[src/rtl/cam_fifo_writer.sv]
// Camera byte stream to async-FIFO writer: pairs RGB565 bytes into 16-bit words,
// tracks line/frame completeness and flags words lost to a full FIFO.
module cam_fifo_writer #(
    parameter int H_ACTIVE = 640,
    parameter int V_ACTIVE = 480
) (
    input  logic        clk_write,
    input  logic        rst_n,
    input  logic        enable,
    input  logic        vsync,
    input  logic        href,
    input  logic [7:0]  pix_data,
    input  logic        fifo_full,
    output logic        fifo_write,
    output logic [15:0] fifo_data_write,
    output logic        frame_done,
    output logic        frame_ok,
    output logic        overflow,
    output logic [9:0]  line_y,
    output logic [15:0] frame_count
);
    // The word counter only has to tell "exactly H_ACTIVE" from anything else,
    // so it saturates one past H_ACTIVE.
    localparam int                WCNT_W      = $clog2(H_ACTIVE + 2);
    localparam logic [WCNT_W-1:0] WCNT_FULL   = WCNT_W'(H_ACTIVE);
    localparam logic [WCNT_W-1:0] WCNT_MAX    = WCNT_W'(H_ACTIVE + 1);
    localparam logic [9:0]        LINE_TARGET = 10'(V_ACTIVE);
    localparam logic [9:0]        LINE_SAT    = 10'd1023;

    typedef enum logic [1:0] {
        IDLE     = 2'd0,
        WAIT_SOF = 2'd1,
        CAPTURE  = 2'd2,
        DROP     = 2'd3
    } state_t;

    state_t            state_q;
    logic              vsync_q;
    logic              href_q;
    logic              phase_q;
    logic              short_q;
    logic [7:0]        hi_byte_q;
    logic [WCNT_W-1:0] word_cnt_q;
    logic              fifo_write_q;
    logic [15:0]       fifo_data_q;
    logic              frame_done_q;
    logic              frame_ok_q;
    logic              overflow_q;
    logic [9:0]        line_y_q;
    logic [15:0]       frame_count_q;

    logic              vsync_rise_s;
    logic              vsync_fall_s;
    logic              line_end_s;
    logic              byte_ovf_s;
    logic              short_end_s;
    logic [9:0]        line_y_end_s;

    // Edge detection and end-of-line results, so a coincident frame end sees the updated line state.
    always_comb begin
        vsync_rise_s = vsync & ~vsync_q;
        vsync_fall_s = ~vsync & vsync_q;
        line_end_s   = (state_q == CAPTURE) && !href && href_q;
        byte_ovf_s   = (state_q == CAPTURE) && href && phase_q && fifo_full;
        if (line_end_s) begin
            line_y_end_s = (line_y_q == LINE_SAT) ? line_y_q : (line_y_q + 10'd1);
            short_end_s  = short_q | (word_cnt_q != WCNT_FULL);
        end else begin
            line_y_end_s = line_y_q;
            short_end_s  = short_q;
        end
    end

    // Capture state machine with registered outputs.
    always_ff @(posedge clk_write or negedge rst_n) begin
        if (!rst_n) begin
            state_q       <= IDLE;
            vsync_q       <= 1'b0;
            href_q        <= 1'b0;
            phase_q       <= 1'b0;
            short_q       <= 1'b0;
            hi_byte_q     <= 8'h00;
            word_cnt_q    <= '0;
            fifo_write_q  <= 1'b0;
            fifo_data_q   <= 16'h0000;
            frame_done_q  <= 1'b0;
            frame_ok_q    <= 1'b0;
            overflow_q    <= 1'b0;
            line_y_q      <= 10'd0;
            frame_count_q <= 16'h0000;
        end else begin
            vsync_q      <= vsync;
            href_q       <= href;
            fifo_write_q <= 1'b0;
            frame_done_q <= 1'b0;
            if (!enable) begin
                state_q <= IDLE;
            end else begin
                case (state_q)
                    IDLE: begin
                        state_q <= WAIT_SOF;
                    end
                    WAIT_SOF: begin
                        if (vsync_fall_s) begin
                            state_q    <= CAPTURE;
                            line_y_q   <= 10'd0;
                            word_cnt_q <= '0;
                            phase_q    <= 1'b0;
                            overflow_q <= 1'b0;
                            short_q    <= 1'b0;
                        end else begin
                            state_q <= WAIT_SOF;
                        end
                    end
                    CAPTURE: begin
                        line_y_q <= line_y_end_s;
                        short_q  <= short_end_s;
                        if (line_end_s) begin
                            word_cnt_q <= '0;
                            phase_q    <= 1'b0;
                        end else if (href) begin
                            phase_q <= ~phase_q;
                            if (!phase_q) begin
                                hi_byte_q <= pix_data;
                            end else if (fifo_full) begin
                                overflow_q <= 1'b1;
                                state_q    <= DROP;
                            end else begin
                                fifo_write_q <= 1'b1;
                                fifo_data_q  <= {hi_byte_q, pix_data};
                                if (word_cnt_q != WCNT_MAX) begin
                                    word_cnt_q <= word_cnt_q + WCNT_W'(1);
                                end
                            end
                        end
                        // Frame end wins over a same-cycle overflow so the frame still closes.
                        if (vsync_rise_s) begin
                            frame_done_q  <= 1'b1;
                            frame_ok_q    <= (line_y_end_s == LINE_TARGET) && !short_end_s
                                             && !(overflow_q || byte_ovf_s);
                            frame_count_q <= frame_count_q + 16'd1;
                            state_q       <= WAIT_SOF;
                        end
                    end
                    DROP: begin
                        if (vsync_rise_s) begin
                            frame_done_q  <= 1'b1;
                            frame_ok_q    <= 1'b0;
                            frame_count_q <= frame_count_q + 16'd1;
                            state_q       <= WAIT_SOF;
                        end else begin
                            state_q <= DROP;
                        end
                    end
                    default: begin
                        state_q <= IDLE;
                    end
                endcase
            end
        end
    end

    assign fifo_write      = fifo_write_q;
    assign fifo_data_write = fifo_data_q;
    assign frame_done      = frame_done_q;
    assign frame_ok        = frame_ok_q;
    assign overflow        = overflow_q;
    assign line_y          = line_y_q;
    assign frame_count     = frame_count_q;

endmodule

[config.mk]
export PLATFORM = sky130hd
export DESIGN_NAME = cam_fifo_writer
export DESIGN_NICKNAME = d
export VERILOG_FILES = /design/src/rtl/cam_fifo_writer.sv
export SDC_FILE = /design/constraint.sdc
export NUM_CORES = 1
export LEC_CHECK = 0
export ABC_AREA = 1
export ABC_CLOCK_PERIOD_IN_PS = 3600
export BUFFER_PORTS_ARGS = -buffer_cell sky130_fd_sc_hd__buf_2
export CORE_UTILIZATION = 50
export CTS_CLUSTER_DIAMETER = 60
export DETAILED_ROUTE_END_ITERATION = 16
export HOLD_SLACK_MARGIN = 0.05
export PLACE_DENSITY = 0.8
export SLEW_MARGIN = 20
export SYNTH_ARGS = -nofsm -noshare
export SYNTH_HDL_FRONTEND = slang
export SYNTH_SLANG_ARGS = --single-unit
export TNS_END_PERCENT = 50
[constraint.sdc]
create_clock -name clk_write -period 3.6 [get_ports clk_write]
set_input_delay 0.36 -clock clk_write [delete_from_list [all_inputs] [get_ports clk_write]]
set_output_delay 0.36 -clock clk_write [all_outputs]
set_load 0.02 [all_outputs]
# Word-level counts from Yosys, hierarchy flattened
# Cells that the tools add are included.
# totals
ff_bits	70
in_bits	14
out_inout_bits	46
# classes
add_sub_neg	3
eq_ne	22
mux	42
bitwise_logic	8
reduce_logical	24
# op_table
operator	count
two-way mux 10 bit	8
one-hot mux 10 bit (2 select lines)	2
adder 10 x 1 -> 10 bit, second input constant	2
inequality test 10 bit, second input constant	2
two-way mux 1 bit	19
adder 16 x 1 -> 16 bit, second input constant	1
two-way mux 2 bit	8
inequality test 4 bit, second input constant	4
inequality test 2 bit, second input constant	7
AND reduction 7 bit	2
AND reduction 4 bit	3
== test 10 bit, second input constant	1
== test 10 x 9 -> 1 bit, second input constant	1
inequality test 3 bit, second input constant	3
one-hot mux 1 bit (2 select lines)	4
one-hot mux 2 bit (4 select lines)	1
logical AND 1 bit	7
AND reduction 3 bit	2
AND reduction 6 bit	1
NOT 1 bit	5
AND reduction 5 bit	1
== test 2 bit, second input constant	2
nonzero test 2 bit	2
zero test 1 bit	3
7 further kinds	8

# Longest topological paths before layout
# Gate-level depths: netlist (run 1).
# depth
depth_word	9
ltp_mapped	12
ltp_nobuf	12

# Least setup slack after synthesis (run 1)
# No wires, ideal clock.
# synth_timing
path_kind	register to register
start	reg line_y_q[1], in the netlist line_y[1]
end	reg frame_ok_q, in the netlist frame_ok
setup_time_ns	0.065
t_arrival_ns	1.632
slack_ns	1.903
path_stages_with_launch	11
n_path_buf	0
path_cell_list	dfrtp_1 > ha_1 > nand3_1 > nor2_4 > nand2_4 > nand3_1 > xor2_1 > nand2_1 > nor2_1 > nand2_1 > nand2_1
# synth_between
elab_chain_len	8
# synth_rtl
element	line_no	text
from (decl)	49	logic [9:0] line_y_q;
from (signal assigned)	116	line_y_q <= line_y_end_s;
adder 10 x 1 -> 10 bit / == test 10 bit (equally long branches)	66	line_y_end_s = (line_y_q == LINE_SAT) ? line_y_q : (line_y_q + 10'd1);
two-way mux 10 bit	66	
two-way mux 10 bit (*)	65	if (line_end_s) begin
== test 10 x 9 -> 1 bit (*)	139	frame_ok_q <= (line_y_end_s == LINE_TARGET) && !short_end_s
logical AND 1 bit (*)	139	
logical AND 1 bit (*)	140	&& !(overflow_q || byte_ovf_s);
two-way mux 1 bit (*)	137	if (vsync_rise_s) begin
one-hot mux 1 bit (2 select lines) (*)	99	case (state_q)
to (signal assigned)	139	
to (decl)	47	logic frame_ok_q;
# Mark *: on every way between the ends. The rest lies on a longest branch, timed or not. The select of a mux whose other input is x is not followed.
# A chain may end at the register's enable or synchronous reset.

# Worst setup path in the final report (run 1)
# layout_timing
start	reg state_q[1]
end	reg fifo_data_q[13], in the netlist fifo_data_write[13]
# layout_between
elab_chain_len	5
# layout_rtl
element	line_no	text
from (decl)	37	state_t state_q;
from (signal assigned)	77	state_q <= IDLE;
from (signal assigned)	97	state_q <= IDLE;
from (signal assigned)	101	state_q <= WAIT_SOF;
== test 2 bit (*)	63, 99	
logical AND 1 bit (2 in a row)	63	line_end_s = (state_q == CAPTURE) && !href && href_q;
NOT 1 bit (no line)	n/a	
AND reduction 6 bit (no line) (*)	n/a	
to (signal assigned)	130	fifo_data_q <= {hi_byte_q, pix_data};
to (decl)	45	logic [15:0] fifo_data_q;
# Mark *: on every way between the ends. The rest lies on a longest branch, timed or not.

==> summary.txt, run 1 <==
Synth
  • Top FF cell, synth: dfrtp_1
  • Warning count from the yosys run: 0
  • Syn Area/Cell: between 8 and 9 um2
  • Synth cell types: 36
  • Ranking of synthesized cells by area: dfrtp_1 (49%), nand2_1 (14%), inv_1 (4.4%)
  • Top cells by count, synth: nand2_1 (130), dfrtp_1 (70), inv_1 (42)
  • Syn_nets: 441
  • Gate Count Post-Synth: roughly 420
  • EDFF count, synth: 0
  • Most frequent cell after synthesis: nand2_1
  • Synth Register Bits: 70
  • Yosys top cell area share: 49.19%
  • Register area share after synthesis: 49.19%
  • Area leader, netlist: dfrtp_1
  • Post-Syn Area: approximately 3600 um2
  • FFs w/ async S/R, synth: 100.0%

STA
  • Tcrit/Tclk final: 64.90%
  • Clk_skew: 7.536 ps
  • Max Fclk: 0.4280 GHz
  • Fin crit period: 2336 ps
  • Setup TNS: 0 ps
  • Final worst-path setup slack: 1264 ps
  • Relative slew margins: 50.01%
  • Worst-margin pin slew: 748.1 ps
  • RSZ-0062 raised after global routing: false
  • Final Max Tran Viols: 0
  • Worst hold slack: 152.7 ps
  • Endpoints failing hold: 0
  • Final setup viols: 0

Setup path
  • Crit path DAT: roughly 2600 ps
  • Critical Path Fanout Max: 25
  • Critical Path RT: ~3800 ps
  • CP Capture Type: flip-flop
  • CP Class: reg2reg
  • Setup crit start kind: flip-flop

Finish
  • Layout cell share with drive strength beyond 1: between 20 and 25%
  • Final instance area: 4172 um2
  • Layout Area Growth over Synthesis: 17.15%
  • Fillers: 586
  • Inserted Diodes: 0
  • Final net count: 505

Power
  • Clock Power Share: 39.5%
  • Leak: 2.175 nW
  • Cell Pwr Density: 423.9 nW/um2
  • Sw Pwr: 0.0004789 W
  • Logic gate share of total power: 10.7%
  • P_int: 0.001289 W
  • Worst IR Drop VDD: between 0.3 and 0.4 mV
  • Final Power: roughly 0.0018 W
  • Net Sw Frac: between 20% and 30%
  • Power share of the sequential group: 49.8%

Clock tree
  • CTS tree: yes
  • Clk Latency, worst-skew pair: ~350 ps
  • Clock transition at the registers of the reported paths: approximately 70 ps
  • CTS Sinks: 70
  • Root Buffer: clkbuf_8
  • Clk buf depth: 2
  • CTS buffer count: 9
  • H-tree Lvls: 3

Route
  • Highest metal used: met4
  • Drt total wl: 7796 um
  • Antenna-violating nets left: 0
  • M1 wire length: 3430 um
  • First-pass iteration count of the detailed router: 5
  • WL/cell: approximately 13 um
  • Detail-routed via count per cell: 5.145
  • WL met3: 407 um
  • Routed vias: 3020
  • DRC errors left: 0
  • Initial DRC count: 201
  • Met2 WL: around 3700 um

Placed design
  • RD Place Congestion: 0.8460
  • Port Buffers: 59
  • Hpwl dp: about 5700 um
  • DP Worst Slack: approximately 1300 ps
  • Area post-placement: 3941 um2

Global routing
  • Total grt overflow: 0
  • Largest net degree at the start of global routing: 30
  • Vias in the first global route: 2826
  • Gr usage total: 22.99%
  • First-pass GRT wire length: 13210 um
  • Initial antenna violation count: 0

Die
  • Die area: 7463 um2
  • Boundary Pins: 60
  • Area of the core: 6832 um2
  • Chip height: about 86 um
  • Initial core utilization: 52.12%
  • DIE WIDTH: 86.39 um
  • Row cnt: 30

Status
  • Status: finished, final reports clean

Min path
  • Worst hold path type: in2reg

Run
  • Maxcap violations: 0
flip-flops by register name, summed over array words and instances (netlist names), 2 cells and up:
| register | cells |
|---|---|
| fifo_data_write | 16 |
| frame_count | 16 |
| hi_byte_q | 8 |
| line_y | 10 |
| state_q | 2 |
| word_cnt_q | 10 |
power groups by stage:
stage	registers, W	logic, W	clock network [W]
2_1_floorplan	0.000912	0.0000901	0
4_1_cts	0.000880	0.000191	0.000708
3_3_place_gp	0.000894	0.000182	0
6_report	0.000881	0.000190	0.000698
3_5_place_dp	0.000894	0.000190	0
5_1_grt	0.000887	0.000216	0.000749
layer usage:
layer / track usage [%] / vias to the layer above
met5: 0 / -
met4: 10.76 / 0
met3: 5.714 / 23
met2: 35.57 / 101
met1: 30.62 / 1419
li1: - / 1477
path summary, 6_finish.rpt:
| path | from | to | slack [ps] | depth (start not counted) |
|---|---|---|---|---|
| worst min register to register | hi_byte_q[7] | fifo_data_write[15] | 480 | 2 |
| min in group asynchronous | rst_n | line_y[9] | 480 | 2 |
| worst max register to register | state_q[1] | fifo_data_write[13] | 1260 | 9 |
| max in group asynchronous | rst_n | vsync_q | 2420 | 3 |
| worst min-delay path | vsync | vsync_q | 150 | 1 |
| worst max-delay path | state_q[1] | fifo_data_write[13] | 1260 | 9 |
layout make-up:
type,instances,area (um2),area share (%)
Inverter,46,172.7,4.139
Multi-Input combinational cell,297,1587,38.03
Sequential cell,70,1752,41.99
Clock buffer,9,123.9,2.969
Tap cell,96,120.1,2.879
Clock inverter,7,96.34,2.310
Timing Repair Buffer,62,320.3,7.678
placed cells by master (no fill, tap or decap):
cell           netlist  routed
nand3_1             31      31
ha_1                 5       5
dlygate4sd3_1        0       1
a31o_2               1       1
xnor2_2              2       2
nand3b_1             1       1
o21bai_1             1       1
nor2_4               7       7
o21ai_0             24      24
nand3_2              1       1
a311oi_1             1       1
o22ai_1              5       5
inv_6                0       1
dfrtp_1             70      70
bufinv_16            0       2
buf_2                4      59
xor2_1              13      13
nor2_8               1       1
or2_4                1       1
nor2_1              22      22
clkbuf_8             0       9
nand2_4              2       2
buf_4                1       2
a22o_1               1       1
nor3b_1              1       1
nand2_2              5       5
clkinv_2             0       2
clkinv_4             0       2
or2_2                3       3
a21oi_1              4       4
nand4_4              2       2
nand4_1              8       8
nor3_2               1       1
xnor2_1              5       5
inv_1               42      42
o21ai_1             12      12
nor3_1               7       7
nand2_1            130     130
inv_2                4       4
repair_timing:
item,in CTS,in global routing
endpoints found under the hold margin,16,0
resized for setup,0,0
hold buffers,1,0
buffers inserted,0,0
critical path, stage by stage, from the launching register on:
cell and delay (ps):
dfrtp_1 420, inv_2 70, nor2_4 260, nand3_2 300, nand2_1 180, inv_2 60
nand2_1 550, inv_2 200, nand2_1 110, nand2_1 60
per-stage QoR:
stage	util (%)	cells
3_5_place_dp	57.69	570
3_3_place_gp	57.69	570
2_1_floorplan	-	422
6_report	61.06	587
4_1_cts	61.06	587
5_1_grt	61.06	587
cells by family after synthesis:
family / share of synthesized area (%)
XOR/XNOR: 5.341
flip-flops: 49.19
adder cells (fa/ha/maj): 1.757
buffers and inverters: 6.254
AND/OR/NAND/NOR: 30.01
AO/OA/AOI/OAI: 7.449
No activity file was read; power rests on OpenSTA's default activity.
==> run 2, diff against run 1 <==
Settings changed: ABC_CLOCK_PERIOD_IN_PS 3600 to 2000, PLACE_DENSITY 0.8 to 0.83.
Clock period 3.6 ns to 2 ns, I/O delays scaled along.
==> run 2 against run 1 <==
  * Clock-buffer cell count did not move
  * Clock power rose by 69%
  * Register-to-register slack got worse by 1000 ps
  * Global-route usage down 1.0 points
  * Highest routed layer unchanged
  * Clock skew grew 3.3 ps
  * Power grew 76%
  * Setup slack got worse by 1100 ps
  * Routed wire length is 4.2% lower
  * Critical endpoint is now frame_ok
  * Combinational power grew 84%
  * Sequential share of layout area shrank 0.55 points
==> summary.txt, run 2 (synthesis gave the netlist of run 1 again) <==
Status
  • Status: finished, final reports clean

Placed design
  • Port Buffers: 59 (unchanged)
  • RD Place Congestion: 0.8629 (+2.0%)
  • Hpwl dp: 5471 um (-3.3%)

Clock tree
  • H-tree Lvls: 3 (unchanged)
  • CTS Sinks: 70 (unchanged)
  • Clock transition at the registers of the reported paths: 90 ps (+20 ps)
  • CTS tree: yes
  • Hold_buf cts: 3 (+2)
  • CTS buffer count: 9 (unchanged)
  • Clk buf depth: 2 (unchanged)
  • Root Buffer: clkbuf_8
  • Number of setup buffers added after CTS: 0 (unchanged)
  • Clk Latency, worst-skew pair: 340 ps (about the same)
  • Post-CTS sizing: 0 (unchanged)

Route
  • Drt total wl: 7466 um (-4.2%)
  • First-pass iteration count of the detailed router: 4 (-1)
  • DRC errors left: 0 (unchanged)
  • Detail-routed via count per cell: 5.047 (-1.9%)
  • Initial DRC count: 250 (+24%)
  • Antenna-violating nets left: 0 (unchanged)
  • WL/cell: 12.57 um (-5.4%)
  • Routed vias: 2998 (-0.73%)

Finish
  • Commonest non-fill, non-tap cell in the layout: nand2_1
  • Area of the multi-input gates: 1587 um2 (unchanged)
  • Final net count: 512 (+1.4%)
  • Inserted Diodes: 0 (unchanged)
  • Register area: 1752 um2 (unchanged)
  • Most frequent cells in the layout: nand2_1 (130), dfrtp_1 (70), buf_2 (59)
  • Fillers: 589 (+0.51%)
  • Final Core Density: 61.87% (+0.81 points)
  • Layout cell share with drive strength beyond 1: 22.49% (+0.70 points)
  • Layout Area Growth over Synthesis: 18.69%

STA
  • Max Fclk: 0.5490 GHz
  • Relative slew margins: 68.52% (+19 points)
  • Fin crit period: 1821 ps
  • Endpoints failing hold: 0 (unchanged)
  • Clk_skew: 10.86 ps (+3.323 ps)
  • Tcrit/Tclk final: around nine tenths
  • Final Max Tran Viols: 0 (unchanged)
  • RSZ-0062 raised after global routing: false
  • Setup TNS: 0 ps (unchanged)
  • Final setup viols: 0 (unchanged)
  • Worst-margin pin slew: 471.1 ps (-277.0 ps)

Die
  • Row cnt: 30 (unchanged)
  • Initial core utilization: 52.12% (unchanged)
  • DIE WIDTH: 86.39 um (unchanged)
  • Boundary Pins: 60 (unchanged)
  • Area of the core: 6832 um2 (unchanged)
  • Die area: 7463 um2 (unchanged)
  • Chip height: 86.39 um (unchanged)

Global routing
  • Gr usage total: 21.99% (-1.0 points)
  • Initial antenna violation count: 0 (unchanged)
  • First-pass GRT wire length: 12790 um (-3.2%)
  • Total grt overflow: 0 (unchanged)
  • Largest net degree at the start of global routing: 38 (+27%)
  • Vias in the first global route: 2816 (-0.35%)

Power
  • Cell Pwr Density: 735.5 nW/um2 (+74%)
  • Leak: 2.197 nW (+1.0%)
  • Worst IR Drop VDD: 0.6784 mV (+110%)

Setup path
  • Critical R2R Launch: line_y[1]
  • Critical Path Fanout Max: 15 (-40%)
  • Critical Path RT: 2290 ps (-1550 ps)
  • CP Capture Type: flip-flop
  • Setup crit start kind: input pin
  • R2R Setup Slk: 220 ps (-1040 ps)
  • Crit path DAT: 2110 ps (-460 ps)
  • Worst r2r dst: frame_ok
  • CP Class: in2reg
  • Reg2Reg Depth: 10 (+1)

Min path
  • Hold Path End: fifo_data_write[4]
  • WHS Path Cells: 3 (+2)
  • Worst hold path type: in2reg
  • Min-delay src: pix_data[4]

Run
  • Maxcap violations: 0 (unchanged)
[run 2: layer usage]
| metal | GRT usage [%] | up-vias | share of wire (%) |
|---|---|---|---|
| li1 | - | 1498 | - |
| met1 | 29.13 | 1406 | 45 |
| met2 | 36.22 | 88 | 48 |
| met3 | 5.238 | 6 | 6.2 |
| met4 | 6.364 | 0 | 0.91 |
| met5 | 0 | - | 0 |
[run 2: worst max-delay path by stage]
| stage | end | cells past startpoint | from |
|---|---|---|---|
| floorplan | frame_ok | 10 | line_y[1] |
| global route | frame_ok | 13 | href |
| global placement | word_cnt_q[0] | 11 | state_q[1] |
| detailed placement | frame_ok | 11 | line_y[1] |
| finish | frame_ok | 13 | href |
| CTS | frame_ok | 13 | href |
[run 2: layout make-up]
cell class	count	area share, %
repair buffers	69	9.236
flip-flops and latches	70	41.44
clock buffers	9	2.931
clock inverters	7	1.924
multi-input cells	297	37.54
inverters	46	4.085
well taps	96	2.842
[run 2: worst max-delay path: stages]
cell and delay, ps:
dlygate4sd3_1 530, buf_2 150, inv_1 110, nand3_1 160
nor2_4 300, nand2_1 120, nand2_1 80, nand2_1 70
nor2_1 130, nand2_1 60, nor2_1 90, nand2_1 60
nand2_1 50
[run 2: power breakdown]
| part | leakage (nW) | switching (W) | internal, W |
|---|---|---|---|
| logic | 1.15 | 0.000227 | 0.000123 |
| clock network | 0.101 | 0.000590 | 0.000593 |
| registers | 0.950 | 0.0000754 | 0.00150 |
[run 2: stage by stage]
stage,worst slack (ps),hold WS (ps),total power [W],cell area [um2],cells
2_1_floorplan,302.7,-95.59,0.001804,3561,422
3_3_place_gp,341.9,157.7,0.001934,3991,575
3_5_place_dp,278.2,152.8,0.001948,3991,575
4_1_cts,186.7,108.4,0.003120,4227,594
5_1_grt,4.458,121.3,0.003235,4227,594
6_report,178.5,115.9,0.003109,4227,594
==> run 3, diff against run 2 <==
Settings changed: ABC_CLOCK_PERIOD_IN_PS 2000 to 2200, PLACE_DENSITY 0.83 to 0.8.
Clock period 2 ns to 2.2 ns, I/O delays scaled along.
==> run 3 against run 2 <==
  * Worst hold slack better by 21 ps
  * Clock-buffer cell count up 4
  * Combinational power down 9.2%
  * Non-clock buffer count down 2
  * Power down 14%
  * Global-route usage about the same
  * Via count up 1.3%
  * Clock skew up 1.8 ps
  * Setup slack better by 150 ps
  * Largest cell class unchanged
==> summary.txt, run 3 (synthesis gave the netlist of run 1 again) <==
STA
  • Setup TNS: 0 ps (unchanged)
  • Max Fclk: ~0.53 GHz
  • Fin crit period: 1876 ps
  • Endpoints failing hold: 0 (unchanged)
  • Final Max Tran Viols: 0 (unchanged)
  • Final setup viols: 0 (unchanged)
  • Clk_skew: 12.61 ps (+1.754 ps)
  • Worst-margin pin slew: 482.9 ps (+11.82 ps)
  • Tcrit/Tclk final: 85.28%
  • Relative slew margins: 67.73% (-0.79 points)
  • RSZ-0062 raised after global routing: false

Setup path
  • Critical path startpoint: href
  • CP dominant cell by count: nand2_1
  • Worst path buffer plus inverter count: 3 (unchanged)
  • CP Class: in2reg
  • Critical Path, Cell by Cell: dlygate4sd3_1 > buf_2 > inv_1 > nand3_1 > nor2_4 > nand2_1 > nand2_1 > nand2_1 > nor2_1 > nand2_1 > nor2_1 > nand2_1 > nand2_1
  • Worst path slowest cell: dlygate4sd3_1
  • Critical Path RT: 2480 ps (+190 ps)
  • Setup crit start kind: input pin
  • Crit path DAT: 2150 ps (+40 ps)
  • Critical R2R Launch: state_q[1]
  • CP Capture Type: flip-flop
  • Cell family with most CP delay: simple AND/OR/NAND/NOR gates
  • Critical Path Fanout Max: 15 (unchanged)
  • CP peak stage delay: 560 ps (+30 ps)

Global routing
  • Vias in the first global route: 2880 (+2.3%)
  • Largest net degree at the start of global routing: 71 (+87%)
  • Total grt overflow: 0 (unchanged)
  • First-pass GRT wire length: 12810 um (+0.22%)
  • Initial antenna violation count: 0 (unchanged)
  • Gr usage total: 21.98% (about the same)

Clock tree
  • H-tree Lvls: 3 (unchanged)
  • Clk Latency, worst-skew pair: 350 ps (about the same)
  • CTS tree: yes
  • Clock transition at the registers of the reported paths: 70 ps (-20 ps)
  • CTS Sinks: 70 (unchanged)
  • Root Buffer: clkbuf_8
  • CTS buffer count: 9 (unchanged)
  • Clk buf depth: 2 (unchanged)
  • Number of setup buffers added after CTS: 0 (unchanged)

Die
  • Area of the core: 6832 um2 (unchanged)
  • Boundary Pins: 60 (unchanged)
  • Row cnt: 30 (unchanged)
  • Die area: 7463 um2 (unchanged)
  • Initial core utilization: 52.12% (unchanged)
  • Chip height: 86.39 um (unchanged)
  • DIE WIDTH: 86.39 um (unchanged)

Min path
  • Min-delay src: pix_data[6]
  • Worst hold path type: in2reg

Finish
  • Final Non-Filler Cells: 592 (-0.34%)
  • Final net count: 510 (-0.39%)
  • Inserted Diodes: 0 (unchanged)
  • Most frequent cells in the layout: nand2_1 (130), dfrtp_1 (70), buf_2 (59)
  • Layout Area Growth over Synthesis: 17.50%
  • Layout cell share with drive strength beyond 1: 21.77% (-0.72 points)
  • Commonest non-fill, non-tap cell in the layout: nand2_1
  • Fillers: 607 (+3.1%)

Placed design
  • Placed Cells: 573 (-0.35%)
  • Port Buffers: 59 (unchanged)
  • Hpwl dp: 5508 um (+0.67%)
  • RD Place Congestion: 0.8707 (+0.90%)

Route
  • WL/cell: 13.10 um (+4.2%)
  • Routed vias: 3037 (+1.3%)
  • DRC errors left: 0 (unchanged)
  • Initial DRC count: 317 (+27%)
  • Drt total wl: 7756 um (+3.9%)
  • Detail-routed via count per cell: 5.130 (+1.6%)
  • First-pass iteration count of the detailed router: 5 (+1)
  • Antenna-violating nets left: 0 (unchanged)

Power
  • Leak: 2.181 nW (-0.75%)
  • Cell Pwr Density: 641.2 nW/um2 (-13%)
  • Worst IR Drop VDD: 0.5799 mV (-15%)

Status
  • Status: finished, final reports clean

Run
  • Maxcap violations: 0 (unchanged)
## run 3: cell count changes in the layout (fill, tap and decap cells not counted), sizes merged
| cell | previous run | this run |
|---|---|---|
| bufinv | 1 | 0 |
| clkbuf | 9 | 13 |
| clkinv | 2 | 3 |
| inv | 49 | 46 |
| clkinvlp | 1 | 0 |
| buf | 66 | 64 |
## run 3: power by group
group / switching (W) / total [W] / internal (W) / leakage [nW]
Combinational: 0.000207 / 0.000317 / 0.000110 / 1.14
Sequential: 0.0000719 / 0.00144 / 0.00137 / 0.950
Clock: 0.000459 / 0.000929 / 0.000470 / 0.0934
## run 3: worst reg2reg max path: cells and delay by family (launching register included)
kind                   cells  cell delay, ps
AO/OA/AOI/OAI              2             170
buffers and inverters      2             300
AND/OR/NAND/NOR            7             730
flip-flops                 1             440
## run 3: layout make-up
type                            count  area, um2  share of cell area (%)
Clock inverter                      3      18.77                  0.4486
Inverter                           46      172.7                   4.127
Timing Repair Buffer               67      375.4                   8.971
Sequential cell                    70       1752                   41.87
Tap cell                           96      120.1                   2.871
Multi-Input combinational cell    297       1587                   37.92
Clock buffer                       13      158.9                   3.798
## run 3: final timing paths
check	depth (start not counted)	end	slack, ps
max in group asynchronous	3	fifo_data_write[11]	1480
worst max-delay path	13	frame_ok	320
worst min register to register	1	frame_count[15]	470
min in group asynchronous	3	line_y[8]	430
worst max register to register	11	word_cnt_q[0]	450
worst min-delay path	3	hi_byte_q[6]	140
## run 3: what timing repair did
action                    in CTS  in global routing
hold endpoints to repair      72                  0
resized for setup              0                  0
hold buffers                   3                  0
## run 3: metal layers
| metal | routed length, um | part of all wire [%] | GRT usage (%) | vias up |
|---|---|---|---|---|
| li1 | - | - | - | 1487 |
| met1 | 3411 | 44 | 28.19 | 1443 |
| met2 | 3848 | 50 | 36.80 | 96 |
| met3 | 363 | 4.7 | 3.810 | 11 |
| met4 | 131 | 1.7 | 9.545 | 0 |
| met5 | 0 | 0 | 0 | - |
## run 3: metrics by stage
| step | instance area (um2) | power, W | hold WS [ps] | utilization (%) | setup WS, ps |
|---|---|---|---|---|---|
| 2_1_floorplan | 3561 | 0.001640 | -75.59 | - | 502.7 |
| 3_3_place_gp | 3976 | 0.001761 | 276.4 | 58.21 | 494.9 |
| 6_report | 4184 | 0.002683 | 136.7 | 61.25 | 323.9 |
| 3_5_place_dp | 3976 | 0.001774 | 274.4 | 58.21 | 485.9 |
| 4_1_cts | 4184 | 0.002706 | 132.2 | 61.25 | 382.6 |
| 5_1_grt | 4184 | 0.002803 | 155.1 | 61.25 | 165.0 |
